--- src/rtl/event_count_reader.sv ---
// rtl/event_count_reader.sv - carry-save event counter with bit-serial binary readback
module event_count_reader #(
  parameter int width = 5
) (
  input  logic             clk,
  input  logic             rst,
  input  logic             inc,
  input  logic             clr,
  input  logic             rd_req,
  output logic             rd_ready,
  output logic             rd_valid,
  output logic [width-1:0] rd_data,
  input  logic             rd_ack,
  output logic             ovf
);

  localparam int IW = (width > 2) ? $clog2(width) : 1;
  localparam logic [IW-1:0] LAST = IW'(width - 1);

  typedef enum logic [1:0] {IDLE, RESOLVE, VALID} state_t;

  state_t state, state_nxt;

  logic [width-1:0] s;
  logic [width-2:0] c;
  logic [width-1:0] cin;
  logic [width-1:0] k;

  logic [width-1:0] snap_s;
  logic [width-1:0] snap_c;
  logic             carry;
  logic [IW-1:0]    idx;
  logic             res_bit;

  assign cin = {c, inc};
  assign k   = s & cin;

  always_ff @(posedge clk or posedge rst) begin
    if (rst) begin
      s   <= '0;
      c   <= '0;
      ovf <= 1'b0;
    end else if (clr) begin
      s   <= '0;
      c   <= '0;
      ovf <= 1'b0;
    end else begin
      s   <= s ^ cin;
      c   <= k[width-2:0];
      ovf <= ovf | k[width-1];
    end
  end

  // snap_s doubles as the result shift register: resolved bits enter at the top
  // while the consumed sum bits leave at the bottom.
  assign res_bit = snap_s[0] ^ snap_c[0] ^ carry;

  always_ff @(posedge clk or posedge rst) begin
    if (rst) begin
      state <= IDLE;
    end else begin
      state <= state_nxt;
    end
  end

  always_comb begin
    state_nxt = state;
    case (state)
      IDLE:    if (rd_req) state_nxt = RESOLVE;
      RESOLVE: if (idx == LAST) state_nxt = VALID;
      VALID:   if (rd_ack) state_nxt = IDLE;
      default: state_nxt = IDLE;
    endcase
  end

  always_comb begin
    rd_ready = (state == IDLE);
    rd_valid = (state == VALID);
  end

  always_ff @(posedge clk or posedge rst) begin
    if (rst) begin
      snap_s  <= '0;
      snap_c  <= '0;
      carry   <= 1'b0;
      idx     <= '0;
      rd_data <= '0;
    end else begin
      case (state)
        IDLE: begin
          if (rd_req) begin
            snap_s <= s;
            snap_c <= {c, 1'b0};
            carry  <= 1'b0;
            idx    <= '0;
          end
        end
        RESOLVE: begin
          snap_s <= {res_bit, snap_s[width-1:1]};
          snap_c <= {1'b0, snap_c[width-1:1]};
          carry  <= (snap_s[0] & snap_c[0]) | (snap_s[0] & carry) | (snap_c[0] & carry);
          idx    <= idx + 1'b1;
          if (idx == LAST) begin
            rd_data <= {res_bit, snap_s[width-1:1]};
          end
        end
        default: ;
      endcase
    end
  end

endmodule

--- config.mk ---
export PLATFORM = sky130hd
export DESIGN_NAME = event_count_reader
export DESIGN_NICKNAME = d
export VERILOG_FILES = /design/src/rtl/event_count_reader.sv
export SDC_FILE = /design/constraint.sdc
export NUM_CORES = 1
export LEC_CHECK = 0
export CAP_MARGIN = 20
export CORE_UTILIZATION = 30
export CTS_CLUSTER_DIAMETER = 80
export DETAILED_ROUTE_END_ITERATION = 8
export GPL_ROUTABILITY_DRIVEN = 0
export GPL_TIMING_DRIVEN = 0
export PLACE_DENSITY_LB_ADDON = 0.2
export RECOVER_POWER = 100
export SYNTH_ARGS = -nofsm -noshare
export SYNTH_HDL_FRONTEND = slang
export SYNTH_SLANG_ARGS = --single-unit
--- constraint.sdc ---
create_clock -name clk -period 1.6 [get_ports clk]
set_input_delay 0.24 -clock clk [delete_from_list [all_inputs] [get_ports clk]]
set_output_delay 0.24 -clock clk [all_outputs]
set_load 0.1 [all_outputs]
==> flow_metrics.tcl <==
set metrics [dict create \
    grt_antenna_before_repair 0 \
    power.net_switching_uw 1550 \
    detailedPlacementHpwl_um 1860 \
    cts.reportedPaths.clkPinSlew_ns 0.06 \
    vias 920 \
    root_buffer "sky130_fd_sc_hd__clkbuf_8" \
    layout.nets 151 \
    ys.flop_type "sky130_fd_sc_hd__dfrtp_1" \
    insertedDiodeCount 0 \
    power.density_mw_per_mm2 2050 \
    fin_cells 190 \
    die_w_um 70.7 \
    fin_crit_ns 1.53 \
    cp-start-kind "flip-flop" \
    totalWireLength_um 2560 \
    htree_num_levels 2 \
    cts.sinks 31 \
    number_of_enable_flip_flop_cells_after_synthesis 0 \
    fmaxAchievable_ghz 0.652 \
    timing.max_cap.violations 0 \
    holdWs_ns 0.479 \
    grt_util_all_layers 0.124 \
    path_class "reg2out" \
    power_uw 3520 \
    synth-xor-area-share 0 \
    crit_path_end_kind "output pin" \
    power.share.switching 0.441 \
    synthCells 115 \
    synth_compound_gate_area_share 0.0909 \
    mappedNetlistArea_mm2 0.00142 \
    die_area_mm2 0.00500 \
    max-slew-margin-rel 0.583 \
    outcome "finished with violations" \
    post-route-drc-count 4 \
    syn_to_final_growth_pct 21.1 \
    ys_ff_latch 31 \
    worstSkewPairLatency_ns 0.27 \
    synth_top_family_by_area "simple AND/OR/NAND/NOR gates" \
    final_antenna_net_count 0 \
    violations "DRC" \
    postLayoutCoreUtil 0.386 \
    rows 24 \
    ys_warn_count 0 \
    post_synth.cell_area_avg_um2 12.3 \
    setup_violations 0 \
    worst-slew-pin-transition_ns 0.625 \
    dp_cells 181 \
    routed_wire_length_per_instance_um 13.5 \
    yosysSeqAreaShare 0.547 \
    detailedRoute.firstPassIterationCount 6 \
    buffer_ports.inserted 13 \
    syn-num-nets 129 \
    muxShareOfSynthArea 0.0468 \
    core_area_mm2 0.00444 \
    p_comb_frac 0.493 \
    floorplan.initialDensity 0.319 \
    grt_pass1_wl_um 4790 \
    totalNegativeSetupSlack_ns 0 \
    rsz0062_at_grt "false" \
    clkPwrFrac 0.163 \
    timing.critical_path.arrival_ns 1.29 \
    synth_fa_ha_area_frac 0.0759 \
    leakage_uw 0.000824 \
    critPathMaxFanout 10 \
    hold_violations 0 \
    vias_per_cell 4.84 \
    cts-buffers-inserted 5 \
    post_synth_and_or_nand_nor_area_fraction 0.172 \
    dieHeight_um 70.7 \
    tritoncts "built" \
    ir_drop_mv 0.880 \
    max_clock_buf_depth 2 \
    grt_pass1_vias 998 \
    drive_gt1_frac 0.210 \
    internal_power_uw 1970 \
    post_synth_num_cell_types 27 \
    first_iter_violations 37 \
    min-delay-path-class "in2async" \
    worst-endpoint-required_ns 1.36 \
    power.sequential.fraction 0.345 \
    overflow 0 \
    drv_slew 0 \
    postSynth.asyncResetShare 1.00 \
    worst_clock_skew_ns 0.00241 \
    pin_count_of_the_biggest_net_entering_global_routing 17 \
    finalCritPeriodShare 0.958 \
    design.portCount 14 \
]
cell usage in the layout, fill, tap and decap left out, types with 5 or more instances in the layout:
| master | netlist | final |
|---|---|---|
| sky130_fd_sc_hd__clkdlybuf4s15_2 | 0 | 6 |
| sky130_fd_sc_hd__ha_1 | 7 | 7 |
| sky130_fd_sc_hd__nor4b_1 | 7 | 7 |
| sky130_fd_sc_hd__clkbuf_8 | 0 | 5 |
| sky130_fd_sc_hd__dfrtp_1 | 31 | 30 |
| sky130_fd_sc_hd__nor3b_1 | 7 | 7 |
| sky130_fd_sc_hd__a211oi_1 | 7 | 7 |
| sky130_fd_sc_hd__inv_1 | 16 | 15 |
| sky130_fd_sc_hd__nor2b_1 | 10 | 10 |
| sky130_fd_sc_hd__mux2_2 | 5 | 5 |
sequential cells by signal, indices dropped and copies added (netlist names):
name / cells
snap_c: 5
c: 4
carry: 1
rd_data: 5
snap_s: 5
s: 5
ovf: 1
idx: 3
state: 2
per-layer routing:
layer / global-route usage / routed length [um] / vias to the layer above
met2: 0.182 / 1140 / 22
li1: - / - / 444
met1: 0.168 / 1260 / 447
met5: 0 / 0 / -
met3: 0.0399 / 117 / 7
met4: 0.0533 / 50 / 0
power by group through the flow:
stage / clock network (uW) / logic, uW / registers [uW]
global placement: 0 / 1750 / 1220
CTS: 592 / 1770 / 1220
global route: 644 / 1870 / 1250
finish: 572 / 1730 / 1210
detailed placement: 0 / 1770 / 1230
floorplan: 0 / 921 / 1660
per-stage QoR:
| step | worst slack (ns) | cell area [um^2] |
|---|---|---|
| 2_1_floorplan | 0.0449 | 1430 |
| 3_5_place_dp | -0.592 | 1650 |
| 4_1_cts | 0.0252 | 1750 |
| 5_1_grt | 0.0152 | 1720 |
| 3_3_place_gp | -0.574 | 1620 |
| 6_report | 0.0672 | 1720 |
worst max-delay path: stages (launching register included):
cell and delay, ns:
sky130_fd_sc_hd__dfrtp_1 0.40, sky130_fd_sc_hd__buf_4 0.18, sky130_fd_sc_hd__nor2_4 0.13, sky130_fd_sc_hd__buf_4 0.30
cell usage after synthesis, drive strengths merged, types with 2 or more instances:
cell type  count  area, um^2
a211oi         7        52.6
nor3b          7        52.6
ha             7        87.6
a22o           3        26.3
nor2b         10        62.6
dfrtp         31         776
nor4b          7        61.3
buf            4        31.3
and3b          2        17.5
inv           16        60.1
nor2           3        11.3
mux2           5        56.3
layout make-up:
cell class              count  area (um^2)
plain buffers               5         32.5
clock buffers               7         76.3
clock inverters             1         5.00
fillers                   443         2730
inverters                  16         60.1
multi-input cells          63          548
flip-flops and latches     31          777
well taps                  52         65.1
repair buffers             15          153
logic make-up after synthesis:
family          after synthesis
buf+inv                      21
compound gates               16
mux                           6
fa+ha+maj                     8
flops                        31
simple gates                 33
path summary, 6_finish.rpt:
check / to / start / cells past startpoint / slack [ns]
max: rd_ready / state[1]$_DFFE_PP0P_ / 3 / 0.07
min: state[1]$_DFFE_PP0P_ / rst / 2 / 0.48
max reg2reg: rd_data[2]$_DFFE_PP0P_ / idx[0]$_DFFE_PP0P_ / 4 / 0.16
min reg2reg: ovf$_DFF_PP0_ / ovf$_DFF_PP0_ / 2 / 0.49
max in group asynchronous: s[1]$_DFF_PP0_ / rst / 3 / 0.31
min in group clk: ovf$_DFF_PP0_ / ovf$_DFF_PP0_ / 2 / 0.49
repair_timing:
action / in CTS / in global routing
endpoints found under the setup margin: 8 / 1
hold buffers: 0 / 0
gates resized for setup: 34 / 2
buffers inserted: 0 / 1
Power figures use the tool's default switching activity.
